[config.mk]
export PLATFORM = sky130hd
export DESIGN_NAME = net_sched_flat
export DESIGN_NICKNAME = d
export VERILOG_FILES = /design/src/rtl/net_sched_if.sv /design/src/rtl/net_sched.sv /design/src/flat_wrapper.sv
export SDC_FILE = /design/constraint.sdc
export NUM_CORES = 1
export LEC_CHECK = 0
export BUFFER_PORTS_ARGS = -buffer_cell sky130_fd_sc_hd__buf_2
export CORE_MARGIN = 8
export CORE_UTILIZATION = 53
export CTS_CLUSTER_SIZE = 28
export DETAILED_ROUTE_END_ITERATION = 10
export GPL_TIMING_DRIVEN = 0
export PLACE_DENSITY = 0.77
export SETUP_SLACK_MARGIN = 0.02
export SLEW_MARGIN = 20
export SYNTH_ARGS = -nofsm -noshare
export SYNTH_HDL_FRONTEND = slang
export SYNTH_SLANG_ARGS = --single-unit
[constraint.sdc]
create_clock -name clk -period 12.26 [get_ports clk]
set_input_delay 2.452 -clock clk [delete_from_list [all_inputs] [get_ports clk]]
set_output_delay 2.452 -clock clk [all_outputs]
set_load 0.02 [all_outputs]
[src/rtl/net_sched_if.sv]
// Host and neuron-side signals of the letter-network scheduler.
// Pure wiring: no latency of its own.
// Backpressure: none; start/done and nrn_start/nrn_valid are single-cycle pulses.
interface net_sched_if;
    logic         start;
    logic [7:0]   x3;
    logic [7:0]   x2;
    logic [7:0]   x1;
    logic [7:0]   x0;

    logic [4:0]   rom_addr;
    logic         nrn_start;
    logic [7:0]   nrn_x3;
    logic [7:0]   nrn_x2;
    logic [7:0]   nrn_x1;
    logic [7:0]   nrn_x0;
    logic [7:0]   nrn_y;
    logic         nrn_valid;

    logic [207:0] scores;
    logic [4:0]   letter;
    logic         busy;
    logic         done;

    modport master (
        input  start, x3, x2, x1, x0, nrn_y, nrn_valid,
        output rom_addr, nrn_start, nrn_x3, nrn_x2, nrn_x1, nrn_x0,
               scores, letter, busy, done
    );

    modport slave (
        output start, x3, x2, x1, x0, nrn_y, nrn_valid,
        input  rom_addr, nrn_start, nrn_x3, nrn_x2, nrn_x1, nrn_x0,
               scores, letter, busy, done
    );
endinterface

[src/rtl/net_sched.sv]
// Runs the 4-hidden / 26-output letter network row by row on one shared neuron.
// Latency: done 30*L+31 cycles after start, L = neuron latency.
// Backpressure: start ignored while busy; nrn_valid only accepted while waiting.
module net_sched (
    input  logic        clk,
    input  logic        rst,
    net_sched_if.master bus
);
    localparam logic [4:0] LAST_ROW = 5'd29;
    localparam logic [4:0] FIRST_L1 = 5'd4;

    typedef enum logic [1:0] {
        S_IDLE,
        S_ISSUE,
        S_WAIT,
        S_DONE
    } state_t;

    typedef struct packed {
        logic [7:0] v3;
        logic [7:0] v2;
        logic [7:0] v1;
        logic [7:0] v0;
    } opnd_t;

    state_t           state;
    state_t           state_nxt;
    logic [4:0]       idx;
    opnd_t            x_q;
    opnd_t            h_q;
    opnd_t            opnd;
    logic [25:0][7:0] scores_q;
    logic [7:0]       best_val;
    logic [4:0]       best_idx;
    logic [4:0]       letter_q;

    logic             accept;
    logic             res_vld;
    logic             in_l1;
    logic [4:0]       slot;
    logic [7:0]       best_val_nxt;
    logic [4:0]       best_idx_nxt;
    logic             nrn_start_c;
    logic             busy_c;
    logic             done_c;

    assign accept  = (state == S_IDLE) && bus.start;
    assign res_vld = (state == S_WAIT) && bus.nrn_valid;
    assign in_l1   = (idx >= FIRST_L1);
    assign slot    = idx - FIRST_L1;

    always_ff @(posedge clk or posedge rst) begin
        if (rst) begin
            state <= S_IDLE;
        end else begin
            state <= state_nxt;
        end
    end

    always_comb begin
        state_nxt   = state;
        nrn_start_c = 1'b0;
        busy_c      = 1'b1;
        done_c      = 1'b0;
        case (state)
            S_IDLE: begin
                busy_c = 1'b0;
                if (bus.start) begin
                    state_nxt = S_ISSUE;
                end
            end
            S_ISSUE: begin
                nrn_start_c = 1'b1;
                state_nxt   = S_WAIT;
            end
            S_WAIT: begin
                if (bus.nrn_valid) begin
                    state_nxt = (idx == LAST_ROW) ? S_DONE : S_ISSUE;
                end
            end
            S_DONE: begin
                done_c    = 1'b1;
                state_nxt = S_IDLE;
            end
            default: begin
                state_nxt = S_IDLE;
            end
        endcase
    end

    // Row index doubles as the ROM address; it is left at 29 after a run.
    always_ff @(posedge clk or posedge rst) begin
        if (rst) begin
            idx <= 5'd0;
            x_q <= '0;
        end else if (accept) begin
            idx <= 5'd0;
            x_q <= '{v3: bus.x3, v2: bus.x2, v1: bus.x1, v0: bus.x0};
        end else if (res_vld && (idx != LAST_ROW)) begin
            idx <= idx + 5'd1;
        end
    end

    // Layer-0 rows fill the hidden registers from the top: row 0 is h3.
    always_ff @(posedge clk or posedge rst) begin
        if (rst) begin
            h_q <= '0;
        end else if (res_vld && !in_l1) begin
            case (idx[1:0])
                2'd0:    h_q.v3 <= bus.nrn_y;
                2'd1:    h_q.v2 <= bus.nrn_y;
                2'd2:    h_q.v1 <= bus.nrn_y;
                default: h_q.v0 <= bus.nrn_y;
            endcase
        end
    end

    always_ff @(posedge clk or posedge rst) begin
        if (rst) begin
            scores_q <= '0;
        end else if (res_vld && in_l1) begin
            scores_q[slot] <= bus.nrn_y;
        end
    end

    // Strictly-greater replacement keeps the lowest index on ties.
    always_comb begin
        best_val_nxt = best_val;
        best_idx_nxt = best_idx;
        if ((slot == 5'd0) || (bus.nrn_y > best_val)) begin
            best_val_nxt = bus.nrn_y;
            best_idx_nxt = slot;
        end
    end

    always_ff @(posedge clk or posedge rst) begin
        if (rst) begin
            best_val <= 8'd0;
            best_idx <= 5'd0;
            letter_q <= 5'd0;
        end else if (res_vld && in_l1) begin
            best_val <= best_val_nxt;
            best_idx <= best_idx_nxt;
            if (idx == LAST_ROW) begin
                letter_q <= best_idx_nxt;
            end
        end
    end

    // Operands decode from registered state only, so they stay put through WAIT.
    assign opnd = in_l1 ? h_q : x_q;

    assign bus.rom_addr  = idx;
    assign bus.nrn_start = nrn_start_c;
    assign bus.nrn_x3    = opnd.v3;
    assign bus.nrn_x2    = opnd.v2;
    assign bus.nrn_x1    = opnd.v1;
    assign bus.nrn_x0    = opnd.v0;
    assign bus.scores    = scores_q;
    assign bus.letter    = letter_q;
    assign bus.busy      = busy_c;
    assign bus.done      = done_c;
endmodule

[src/flat_wrapper.sv]
// flat-port wrapper written by rule: the top's interface ports become plain ports
module net_sched_flat 
  (clk, rst, bus_start, bus_x3, bus_x2, bus_x1, bus_x0, bus_nrn_y, bus_nrn_valid, bus_rom_addr, bus_nrn_start, bus_nrn_x3, bus_nrn_x2, bus_nrn_x1, bus_nrn_x0, bus_scores, bus_letter, bus_busy, bus_done);
  net_sched_if bus_i ();
  input  logic clk;
  input  logic rst;
  input wire logic [$bits(bus_i.start)-1:0] bus_start;
  input wire logic [$bits(bus_i.x3)-1:0] bus_x3;
  input wire logic [$bits(bus_i.x2)-1:0] bus_x2;
  input wire logic [$bits(bus_i.x1)-1:0] bus_x1;
  input wire logic [$bits(bus_i.x0)-1:0] bus_x0;
  input wire logic [$bits(bus_i.nrn_y)-1:0] bus_nrn_y;
  input wire logic [$bits(bus_i.nrn_valid)-1:0] bus_nrn_valid;
  output wire logic [$bits(bus_i.rom_addr)-1:0] bus_rom_addr;
  output wire logic [$bits(bus_i.nrn_start)-1:0] bus_nrn_start;
  output wire logic [$bits(bus_i.nrn_x3)-1:0] bus_nrn_x3;
  output wire logic [$bits(bus_i.nrn_x2)-1:0] bus_nrn_x2;
  output wire logic [$bits(bus_i.nrn_x1)-1:0] bus_nrn_x1;
  output wire logic [$bits(bus_i.nrn_x0)-1:0] bus_nrn_x0;
  output wire logic [$bits(bus_i.scores)-1:0] bus_scores;
  output wire logic [$bits(bus_i.letter)-1:0] bus_letter;
  output wire logic [$bits(bus_i.busy)-1:0] bus_busy;
  output wire logic [$bits(bus_i.done)-1:0] bus_done;
  assign bus_i.start = bus_start;
  assign bus_i.x3 = bus_x3;
  assign bus_i.x2 = bus_x2;
  assign bus_i.x1 = bus_x1;
  assign bus_i.x0 = bus_x0;
  assign bus_i.nrn_y = bus_nrn_y;
  assign bus_i.nrn_valid = bus_nrn_valid;
  assign bus_rom_addr = bus_i.rom_addr;
  assign bus_nrn_start = bus_i.nrn_start;
  assign bus_nrn_x3 = bus_i.nrn_x3;
  assign bus_nrn_x2 = bus_i.nrn_x2;
  assign bus_nrn_x1 = bus_i.nrn_x1;
  assign bus_nrn_x0 = bus_i.nrn_x0;
  assign bus_scores = bus_i.scores;
  assign bus_letter = bus_i.letter;
  assign bus_busy = bus_i.busy;
  assign bus_done = bus_i.done;
  net_sched u_core (.clk(clk), .rst(rst), .bus(bus_i));
endmodule
* Yosys cells after proc, flatten, opt, wreduce, memory -nomap -nowiden *
Index checks and enable logic that the tools add are counted.

storage, ports and cells
  flip-flop bits (word level) = 297
  bits of input ports = 44
  output and inout bits = 253
  word-level logic and storage cells = 89

cells by class
  add/subtract/negate cells = 2
  $lt $le $gt $ge = 4
  eq/ne operators = 9
  multiplexer cells = 14
  bitwise operators = 1
  reduce and logical (&&, ||, !) cells = 20

operators with widths
  kind                                                                           number
  208-bit bitwise mux                                                            1
  8-bit demux with 5-bit select                                                  1
  32-bit 2-to-1 mux                                                              1
  5-bit 2-to-1 mux                                                               3
  2-bit AND reduction                                                            7
  8-bit greater-than comparator                                                  1
  8-bit 2-to-1 mux                                                               1
  2-bit case mux with 4 select lines                                             1
  2-bit equality test (second input constant)                                    3
  1-bit logical AND                                                              6
  5-bit by 6-bit less-than comparator with 1-bit output (second input constant)  1
  2-bit 2-to-1 mux                                                               3
  5-bit by 1-bit adder with 5-bit output (second input constant)                 1
  5-bit equality test (second input constant)                                    1
  5-bit by 1-bit >= comparator with 1-bit output (second input constant)         1
  5-bit by 3-bit >= comparator with 1-bit output (second input constant)         1
  5-bit logical NOT                                                              1
  5-bit != test (second input constant)                                          1
  5-bit by 3-bit subtractor with 5-bit output (second input constant)            1
  2-bit by 1-bit equality test with 1-bit output (second input constant)         2
  2-bit logical NOT                                                              2
  2-bit != test (second input constant)                                          2
  1-bit 2-to-1 mux                                                               3
  3-bit OR reduction                                                             1
  other kinds (4)                                                                4

* Depth between registers and ports, before layout *
Gate-level depths: netlist (run 1).

  depth in word-level cells = 6
  depth in mapped cells = 8
  gate-level depth less buffers = 7

* Least setup slack after synthesis (run 1) *
OpenSTA, ideal clock, no wires.

  kind = register -> output
  start = reg u_core.idx[3] (netlist: u_core.bus.rom_addr[3])
  end = out bus_nrn_x0[1]
  arrival time = 2.160 ns
  required time = 9.808 ns
  slack = 7.648 ns
  cell stages (with the launch flop) = 7
  buffers on the path = 2
  path through = dfrtp_1 > inv_1 > ha_1 > a2111oi_4 > buf_2 > buf_2 > mux2_2

between the ends
  word-level cells in the longest chain between the ends = 2

ends and longest elaborated chain
  what                                            line                source
  start: declaration                              net_sched.sv:28     logic [4:0] idx;
  start signal: assignment                        net_sched.sv:100    idx <= idx + 5'd1;
  5-bit by 3-bit >= comparator with 1-bit output  net_sched.sv:49     assign in_l1 = (idx >= FIRST_L1);
  32-bit 2-to-1 mux                               net_sched.sv:151    assign opnd = in_l1 ? h_q : x_q;
  end: declaration                                flat_wrapper.sv:19  output wire logic [$bits(bus_i.nrn_x0)-1:0] bus_nrn_x0;

No other way between the ends.

* Worst setup path in the final report (run 1) *
  start = reg u_core.idx[2] (netlist: u_core.bus.rom_addr[2])
  end = out bus_nrn_x1[4]

between the ends
  word-level cells in the longest chain between the ends = 2

ends and longest elaborated chain
  what                                            line                source
  5-bit by 3-bit >= comparator with 1-bit output  net_sched.sv:49
  32-bit 2-to-1 mux                               net_sched.sv:151
  end: declaration                                flat_wrapper.sv:18  output wire logic [$bits(bus_i.nrn_x1)-1:0] bus_nrn_x1;

No other way between the ends.

==> reports/results.tsv, run 1 <==
stage	metric	value	unit
drt	Pre-antenna DRT Iters	4	
synthesis	register area share after synthesis	0.6090	
run_status	status	complete, no violations	
drt	1st-iter DRT viols	475	
finish	nets	1197	
clock_network	H-tree depth	1	
synthesis	Post-synth ARST share	1.000	
worst_setup_path	startpoint types	flop	
power_and_ir_drop	Sw Ratio	0.2810	
synthesis	most frequent cell after synthesis	dfrtp_1	
worst_setup_path	WP data required	9810	ps
sta	RSZ-0062 raised after global routing	false	
synthesis	synth warn	0	
drt	DRT Wirelength	32010	um
floorplan	chip width	167.7	um
placement	placement-stage cell area	14130	sq um
finish	Inserted Diodes	0	
sta	Max Freq	0.1816	GHz
clock_network	hold buffer count at CTS	0	
global_route	gr ovfl total	0	
placement	placer congestion estimate	0.7978	
worst_hold_path	Hold EP	u_core.bus.scores[192]	
finish	layout cell share with drive strength beyond 1	0.5824	
sta	Relative slew margins	0.4741	
placement	Post-Place Cells	1389	
power_and_ir_drop	Leak Pwr	8.239	nW
worst_setup_path	Register-to-Register Path Depth	8	
finish	Final Util	0.6708	
worst_setup_path	critical-path maximum fanout	11	
clock_network	clk root buf	clkbuf_16	
run	max_cap viols	0	
placement	Port Buf Inserts	296	
global_route	Total GRT Usage	0.2256	
worst_hold_path	Worst Min Path Start	u_core.bus.scores[192]	
clock_network	# clock sinks	297	
power_and_ir_drop	Power Density	178.0	nW/um^2
sta	hold_ws	482.7	ps
synthesis	dominant synthesized flop cell	dfrtp_1	
sta	Slew @ Worst Pin	785.9	ps
power_and_ir_drop	switching pwr	759.8	uW
worst_setup_path	most used cell, CP	buf_2	
power_and_ir_drop	Pint	1.944	mW
global_route	vias in the first global route	8496	
clock_network	CTS tree	done	
synthesis	Yosys reg bits	297	
finish	Design Area, Final	15190	sq um
drt	Via density	5.422	
drt	post-route ant nets	0	
power_and_ir_drop	part of the power in combinational logic	0.206	
synthesis	Synth Instances	805	
global_route	first-pass GRT wire length	50090	um
sta	final worst path period need	5506	ps
floorplan	Die Y	167.7	um
power_and_ir_drop	Final Total Pwr	2.704	mW
power_and_ir_drop	Reg power frac	0.438	
clock_network	post_cts resized	0	
floorplan	core area	22640	sq um
power_and_ir_drop	Clock power frac	0.356	
worst_setup_path	WP buf/inv	3	
worst_setup_path	CP Cell Sequence	ha_1, a2111oi_4, buf_2, buf_2, mux2_2, buf_2	
sta	Final WS setup	6754	ps
drt	DR vias	7829	
synthesis	Avg Inst Size Synth	15.16	sq um
clock_network	Post-CTS Setup Repair Bufs	0	
finish	Layout area overhead	24.44	%
synthesis	EDFF count, synth	0	
worst_setup_path	WP data arrival	3050	ps
worst_hold_path	Hold WC Path Type	flop to flop	
floorplan	Starting Density	0.5390	
worst_setup_path	delay-heaviest family, CP	buffers and inverters	
clock_network	Longest Clk Path Bufs	3	
sta	count of final hold-check violations	0	
global_route	initial antenna violation count	1	
floorplan	num rows	55	
synthesis	Mapped Nets	865	
clock_network	Skew-Pair Late Insertion Delay	560	ps
global_route	largest net degree at the start of global routing	106	
worst_setup_path	Setup Crit Path Kind	flop to output pin	
sta	clock skew	14.59	ps
sta	final slew viol count	0	
clock_network	total CTS buffers	31	
worst_setup_path	crit path capture type	output pin	
floorplan	die area	28140	sq um
drt	DR DRC count	0	
power_and_ir_drop	Worst VDD drop	0.1112	mV
sta	crit share post-route	0.4491	
floorplan	io pins	297	
finish	Post-Layout Cell Count	1444	
clock_network	clock-pin slew on the worst setup and hold paths	60	ps
placement	pre-CTS setup slack	7330	ps
drt	routed len/inst	22.17	um
worst_setup_path	CP max-delay cell	dfrtp_1	
synthesis	Synth cell types	45	
worst_hold_path	hold depth	2	
worst_setup_path	Max stage delay on crit path	540	ps
synthesis	top cells by area, synth	dfrtp_1, mux2_2, mux2_1	
synthesis	top-area cell type share of the netlist area	0.6090	
sta	setup violators final	0	
synthesis	most frequent cells after synthesis	dfrtp_1, mux2_2, mux2_1	
worst_setup_path	FF-to-FF End	u_core.best_val[3]	
synthesis	post-synthesis instance area	12200	sq um
synthesis	area leader, netlist	dfrtp_1	
placement	dpl hpwl	23160	um
sta	final setup TNS	0	ps
worst_setup_path	flop2flop setup slack	9370	ps
worst_setup_path	r2r startpoint	u_core.bus.rom_addr[2]	
-- flip-flops by register name, summed over array words and instances (netlist names) --
register,flops
u_core.bus.scores,208
u_core.h_q,32
u_core.x_q,32
u_core.best_val,8
u_core.best_idx,5
u_core.bus.letter,5
u_core.bus.rom_addr,5
u_core.state,2
-- layer usage --
| metal | global-route usage | part of all wire | vias to the layer above |
|---|---|---|---|
| li1 | - | - | 3510 |
| met1 | 0.2817 | 0.41 | 4050 |
| met2 | 0.3793 | 0.50 | 208 |
| met3 | 0.05878 | 0.063 | 59 |
| met4 | 0.06949 | 0.031 | 2 |
| met5 | 0 | 0.00037 | - |
-- layout by cell type (no fill, tap or decap), drive strengths merged, types with 8 or more instances in the layout --
cell type and n:
clkbuf 71, mux2 310, dfrtp 297, ha 16, o21ai 8, inv 16, nor2 36, buf 313
nand3 8, nand2 13
-- final cells by class --
class                           count  area, sq um
Timing Repair Buffer              299         1564
Sequential cell                   297         7432
Clock inverter                     10        156.4
Inverter                           15        63.81
Multi-Input combinational cell    453         4546
Tap cell                          285        356.6
Clock buffer                       45        898.4
Fill cell                        1637         7453
Buffer                             40        170.2
-- kinds of logic after synthesis --
group / Yosys count / share of synthesized area
xor gates and xnor gates: 6 / 0.004922
buffers and inverters: 55 / 0.01856
adders and majority gates: 16 / 0.01640
and+or+nand+nor: 90 / 0.04726
AOI/OAI and AO/OA: 30 / 0.01702
muxes: 311 / 0.2869
DFF: 297 / 0.6090
-- worst register-to-register path, delay by kind of cell (launching register included) --
| kind | cells | cell delay, ps |
|---|---|---|
| flip-flops | 1 | 620 |
| AND/OR/NAND/NOR | 1 | 260 |
| XOR/XNOR | 1 | 350 |
| buffers and inverters | 2 | 480 |
| AO/OA/AOI/OAI | 2 | 440 |
| adder cells (fa/ha/maj) | 1 | 310 |
| multiplexers | 1 | 330 |
-- worst max path at each step --
| stage | slack [ps] | cells past startpoint | startpoint | to |
|---|---|---|---|---|
| 3_3_place_gp | -1550 | 2 | rst | u_core.bus.scores[122] |
| 5_1_grt | 6610 | 7 | u_core.bus.rom_addr[3] | bus_nrn_x1[4] |
| 6_report | 6750 | 6 | u_core.bus.rom_addr[2] | bus_nrn_x1[4] |
| 4_1_cts | 6750 | 6 | u_core.bus.rom_addr[2] | bus_nrn_x1[4] |
| 2_1_floorplan | 1600 | 1 | rst | u_core.best_idx[0] |
| 3_5_place_dp | 7330 | 6 | u_core.bus.rom_addr[2] | bus_nrn_x1[4] |
-- power groups by stage --
| stage | clock [mW] | combinational [mW] | sequential [mW] |
|---|---|---|---|
| 3_3_place_gp | 0 | 0.547 | 1.19 |
| 3_5_place_dp | 0 | 0.563 | 1.20 |
| 2_1_floorplan | 0 | 0.378 | 1.19 |
| 6_report | 0.964 | 0.557 | 1.18 |
| 4_1_cts | 0.982 | 0.566 | 1.18 |
| 5_1_grt | 1.02 | 0.603 | 1.20 |
Note: power is estimated with default switching activity, not from simulation.
==> inputs of run 2 (changes only) <==
==> constraint.sdc (replaced) <==
create_clock -name clk -period 5.65 [get_ports clk]
set_input_delay 1.13 -clock clk [delete_from_list [all_inputs] [get_ports clk]]
set_output_delay 1.13 -clock clk [all_outputs]
set_load 0.02 [all_outputs]
==> reports/results.tsv, run 2 (synthesis results as in run 1) <==
stage	metric	value	unit
placement	placer congestion estimate	0.8154	
worst_hold_path	Hold EP	u_core.bus.scores[40]	
clock_network	Post-CTS Setup Repair Bufs	0	
placement	dpl hpwl	23540	um
global_route	first-pass GRT wire length	50230	um
finish	commonest non-fill, non-tap cells in the layout	buf_2, dfrtp_1, mux2_2	
sta	clock skew	6.438	ps
sta	Max Freq	0.2354	GHz
worst_setup_path	r2r startpoint	u_core.bus.rom_addr[2]	
drt	DR DRC count	0	
power_and_ir_drop	Clock power frac	0.347	
sta	final worst path period need	4248	ps
power_and_ir_drop	Worst VDD drop	0.2667	mV
drt	Via density	5.415	
sta	count of final hold-check violations	0	
finish	max reg flops	208	
clock_network	post_cts resized	0	
worst_setup_path	most used cell, CP	buf_2	
finish	Layout area overhead	25.14	%
floorplan	core area	22640	sq um
sta	crit share post-route	0.7518	
clock_network	total CTS buffers	30	
worst_setup_path	CP max-delay cell	dfrtp_1	
power_and_ir_drop	Pint	4.146	mW
drt	Max Used Layer	met4	
power_and_ir_drop	part of the power in combinational logic	0.210	
power_and_ir_drop	Sw Ratio	0.2851	
drt	1st-iter DRT viols	250	
clock_network	clk root buf	clkbuf_16	
worst_setup_path	Register-to-Register Path Depth	8	
floorplan	num rows	55	
worst_setup_path	critical-path maximum fanout	10	
drt	DRT Wirelength	32220	um
worst_setup_path	WP buf/inv	4	
clock_network	hold buffer count at CTS	0	
clock_network	clock-pin slew on the worst setup and hold paths	60	ps
floorplan	die area	28140	sq um
sta	RSZ-0062 raised after global routing	false	
global_route	initial antenna violation count	0	
finish	Inserted Diodes	0	
worst_setup_path	WP data arrival	3120	ps
worst_setup_path	flop2flop setup slack	2780	ps
sta	final slew viol count	0	
clock_network	Skew-Pair Late Insertion Delay	550	ps
worst_setup_path	Worst setup startpoint	u_core.bus.rom_addr[3]	
finish	Post-Layout Cell Count	1449	
drt	post-route ant nets	0	
global_route	gr ovfl total	0	
power_and_ir_drop	switching pwr	1.653	mW
finish	nets	1203	
run	max_cap viols	0	
worst_setup_path	CP Cell Sequence	inv_1, ha_1, a2111oi_4, buf_2, buf_2, mux2_2, buf_2	
global_route	largest net degree at the start of global routing	35	
worst_setup_path	Setup Crit Path Kind	flop to output pin	
worst_setup_path	delay-heaviest family, CP	buffers and inverters	
finish	layout cell share with drive strength beyond 1	0.5893	
finish	total area of sequential cells	7432	sq um
finish	commonest non-fill, non-tap cell in the layout	buf_2	
clock_network	Longest Clk Path Bufs	3	
drt	WL met1	13220	um
worst_hold_path	Hold WC Path Type	flop to flop	
worst_setup_path	startpoint types	flop	
placement	Post-Place Cells	1396	
finish	Filler cells	1670	
power_and_ir_drop	Reg power frac	0.443	
power_and_ir_drop	Power Density	379.7	nW/um^2
power_and_ir_drop	Leak Pwr	8.291	nW
floorplan	Starting Density	0.5390	
floorplan	chip width	167.7	um
global_route	vias in the first global route	8467	
power_and_ir_drop	Final Total Pwr	5.799	mW
worst_setup_path	WP data required	4520	ps
run_status	status	complete, no violations	
floorplan	Die Y	167.7	um
worst_setup_path	Max stage delay on crit path	500	ps
sta	Relative slew margins	0.4208	
sta	setup violators final	0	
worst_hold_path	Worst Min Path Start	u_core.bus.scores[40]	
worst_hold_path	hold depth	1	
clock_network	H-tree depth	1	
floorplan	io pins	297	
drt	wire length on met2	15900	um
drt	DR vias	7846	
sta	Slew @ Worst Pin	865.6	ps
finish	Multi-input gate area	4546	sq um
drt	Pre-antenna DRT Iters	4	
worst_setup_path	FF-to-FF End	u_core.bus.scores[118]	
drt	routed len/inst	22.24	um
drt	met3 wire length	2024	um
global_route	Total GRT Usage	0.2263	
worst_setup_path	crit path capture type	output pin	
clock_network	# clock sinks	297	
placement	Port Buf Inserts	296	
clock_network	CTS tree	done	
==> run 2: cell count changes in the layout (fill, tap and decap cells not counted) <==
cell       previous run  this run
bufinv_16             4         3
clkbuf_8              7         5
inv_6                 1         0
buf_16                3         2
buf_12                0         8
inv_8                 1         0
clkinv_4              0         2
clkbuf_1             33        27
clkinv_2              4        11
==> run 2: metrics by stage <==
| step | utilization | setup WS [ps] | setup TNS, ps | instance area (sq um) | hold WS [ps] |
|---|---|---|---|---|---|
| after detailed placement | 0.6299 | 2010 | 0 | 14260 | 469.2 |
| after CTS | 0.6746 | 1389 | 0 | 15270 | 482.8 |
| after floorplan | - | 574.9 | 0 | 12210 | 446.0 |
| after global routing | 0.6746 | 1289 | 0 | 15270 | 496.7 |
| final | 0.6746 | 1402 | 0 | 15270 | 476.8 |
| after global placement | 0.6204 | -1136 | -329980 | 14050 | 461.5 |
==> run 2: worst max path at each step <==
stage | endpoint | slack (ps) | cells after the start
2_1_floorplan | u_core.best_idx[0] | 570 | 1
3_3_place_gp | u_core.bus.scores[172] | -1140 | 2
3_5_place_dp | bus_nrn_x2[7] | 2010 | 7
4_1_cts | bus_nrn_x2[7] | 1390 | 7
5_1_grt | bus_nrn_x2[7] | 1290 | 7
6_report | bus_nrn_x2[7] | 1400 | 7
==> run 2: area by class of cell <==
class                      instances  share of cell area
sequential                       297              0.4866
multi-input combinational        453              0.2976
timing repair buffer             306              0.1111
clock buffer                      37             0.05555
tap                              285             0.02335
buffer                            40             0.01114
clock inverter                    16             0.01065
inverter                          15            0.003933
==> run 2: power groups by stage <==
stage | Sequential [mW] | Clock, mW | Combinational (mW)
2_1_floorplan | 2.58 | 0 | 0.821
3_3_place_gp | 2.59 | 0 | 1.19
3_5_place_dp | 2.60 | 0 | 1.23
4_1_cts | 2.56 | 2.05 | 1.24
5_1_grt | 2.60 | 2.13 | 1.31
6_report | 2.57 | 2.01 | 1.22
==> run 2: routing by layer <==
metal / GRT usage / vias up
met5: 0 / -
met3: 0.05996 / 59
li1: - / 3515
met2: 0.3792 / 223
met4: 0.07337 / 0
met1: 0.2816 / 4049
==> inputs of run 3 (changes only) <==
--- a/config.mk
+++ b/config.mk
@@ -7,11 +7,11 @@
 export LEC_CHECK = 0
 export BUFFER_PORTS_ARGS = -buffer_cell sky130_fd_sc_hd__buf_2
 export CORE_MARGIN = 8
-export CORE_UTILIZATION = 53
+export CORE_UTILIZATION = 48
 export CTS_CLUSTER_SIZE = 28
 export DETAILED_ROUTE_END_ITERATION = 10
 export GPL_TIMING_DRIVEN = 0
-export PLACE_DENSITY = 0.77
+export PLACE_DENSITY = 0.74
 export SETUP_SLACK_MARGIN = 0.02
 export SLEW_MARGIN = 20
 export SYNTH_ARGS = -nofsm -noshare
==> constraint.sdc (replaced) <==
create_clock -name clk -period 3.45 [get_ports clk]
set_input_delay 0.69 -clock clk [delete_from_list [all_inputs] [get_ports clk]]
set_output_delay 0.69 -clock clk [all_outputs]
set_load 0.02 [all_outputs]
==> reports/results.tsv, run 3 (synthesis results as in run 1) <==
stage	metric	value	unit
worst_setup_path	CP max-delay cell	dfrtp_2	
clock_network	hold buffer count at CTS	0	
clock_network	clk root buf	clkbuf_16	
placement	dpl hpwl	24280	um
clock_network	clock-pin slew on the worst setup and hold paths	60	ps
worst_setup_path	WP buf/inv	4	
global_route	Total GRT Usage	0.2125	
finish	Post-Layout Cell Count	1498	
global_route	first-pass GRT wire length	51520	um
worst_setup_path	crit path capture type	output pin	
power_and_ir_drop	Power Density	621.1	nW/um^2
clock_network	total CTS buffers	31	
worst_setup_path	CP Cell Sequence	inv_1, ha_1, a2111oi_4, buf_6, buf_4, mux2_2, buf_2	
clock_network	# clock sinks	297	
finish	Filler cells	2059	
drt	Via density	5.256	
sta	crit share post-route	0.9727	
worst_setup_path	startpoint types	flop	
sta	setup violators final	0	
floorplan	chip width	175.5	um
placement	Port Buf Inserts	296	
placement	placement-stage cell area	14310	sq um
drt	DR vias	7873	
clock_network	H-tree depth	1	
sta	final slew viol count	0	
finish	layout cell share with drive strength beyond 1	0.5865	
sta	final worst path period need	3356	ps
placement	placer congestion estimate	0.8169	
clock_network	CTS tree	done	
sta	Relative slew margins	0.3411	
worst_setup_path	Setup Crit Path Kind	flop to output pin	
sta	Slew @ Worst Pin	984.8	ps
finish	Inserted Diodes	0	
finish	Multi-input gate area	4546	sq um
worst_setup_path	WP data required	2760	ps
floorplan	core area	25110	sq um
worst_setup_path	critical-path maximum fanout	10	
drt	1st-iter DRT viols	293	
run_status	status	complete, no violations	
sta	count of final hold-check violations	0	
worst_setup_path	WP data arrival	2670	ps
sta	Max Freq	0.2980	GHz
finish	max reg flops	208	
drt	post-route ant nets	0	
drt	Pre-antenna DRT Iters	4	
drt	DR DRC count	0	
clock_network	Longest Clk Path Bufs	3	
global_route	gr ovfl total	0	
drt	DRT Wirelength	33060	um
finish	total area of sequential cells	7435	sq um
worst_setup_path	delay-heaviest family, CP	buffers and inverters	
worst_hold_path	Hold WC Path Type	input port to asynchronous set/reset pin	
global_route	vias in the first global route	8794	
power_and_ir_drop	Leak Pwr	8.294	nW
finish	Design Area, Final	15370	sq um
floorplan	io pins	297	
worst_setup_path	Max stage delay on crit path	450	ps
sta	clock skew	6.448	ps
run	max_cap viols	0	
finish	Layout area overhead	25.93	%
global_route	initial antenna violation count	0	
clock_network	Skew-Pair Late Insertion Delay	550	ps
finish	commonest non-fill, non-tap cells in the layout	buf_2, dfrtp_1, mux2_2	
floorplan	Die Y	175.5	um
finish	nets	1206	
floorplan	num rows	58	
placement	Post-Place Cells	1441	
sta	hold_ws	85.32	ps
global_route	largest net degree at the start of global routing	35	
floorplan	Starting Density	0.4860	
sta	final setup TNS	0	ps
finish	commonest non-fill, non-tap cell in the layout	buf_2	
drt	routed len/inst	22.07	um
sta	RSZ-0062 raised after global routing	false	
floorplan	die area	30780	sq um
power_and_ir_drop	Worst VDD drop	0.4239	mV
-- run 3: per-stage QoR --
stage          utilization  setup slack [ps]  total power [mW]
6_report            0.6121             94.29             9.545
3_5_place_dp        0.5699             192.6             6.295
2_1_floorplan            -             -1185             5.576
3_3_place_gp        0.5616             -2917             6.197
5_1_grt             0.6121             22.62             9.935
4_1_cts             0.6121             84.98             9.649
-- run 3: path summary, 6_finish.rpt --
path / startpoint / endpoint / slack (ps) / cells past startpoint
worst max-delay path: u_core.bus.rom_addr[3] / bus_nrn_x1[6] / 90 / 7
max in group asynchronous: rst / u_core.bus.scores[98] / 2000 / 7
worst min register to register: u_core.bus.scores[191] / u_core.bus.scores[191] / 480 / 1
min in group clk: bus_x0[1] / u_core.x_q[1] / 370 / 2
worst min-delay path: rst / u_core.x_q[28] / 90 / 2
worst max register to register: u_core.bus.rom_addr[2] / u_core.best_val[1] / 710 / 8
-- run 3: per-layer routing --
metal	vias to the layer above	track usage	routed length, um
met5	-	0	0
met4	0	0.08901	1478
met3	71	0.05905	2205
met2	219	0.3601	16460
met1	4070	0.2513	12920
li1	3513	-	-
-- run 3: cell type report --
class / count / area share
clock buffers: 45 / 0.05780
clock inverters: 10 / 0.008548
flip-flops and latches: 297 / 0.4838
multi-input cells: 453 / 0.2958
inverters: 15 / 0.003908
plain buffers: 40 / 0.01246
repair buffers: 308 / 0.1109
well taps: 330 / 0.02687
-- run 3: what timing repair did --
item,CTS,global route
gates resized for setup,9,0
setup buffers,2,0
setup endpoints to repair,32,0
-- run 3: report_power, final --
group	switching, mW	internal (mW)	leakage [nW]
combinational	1.11	0.905	3.77
sequential	0.266	3.94	4.02
clock	1.33	2.00	0.501
total	2.71	6.84	8.29
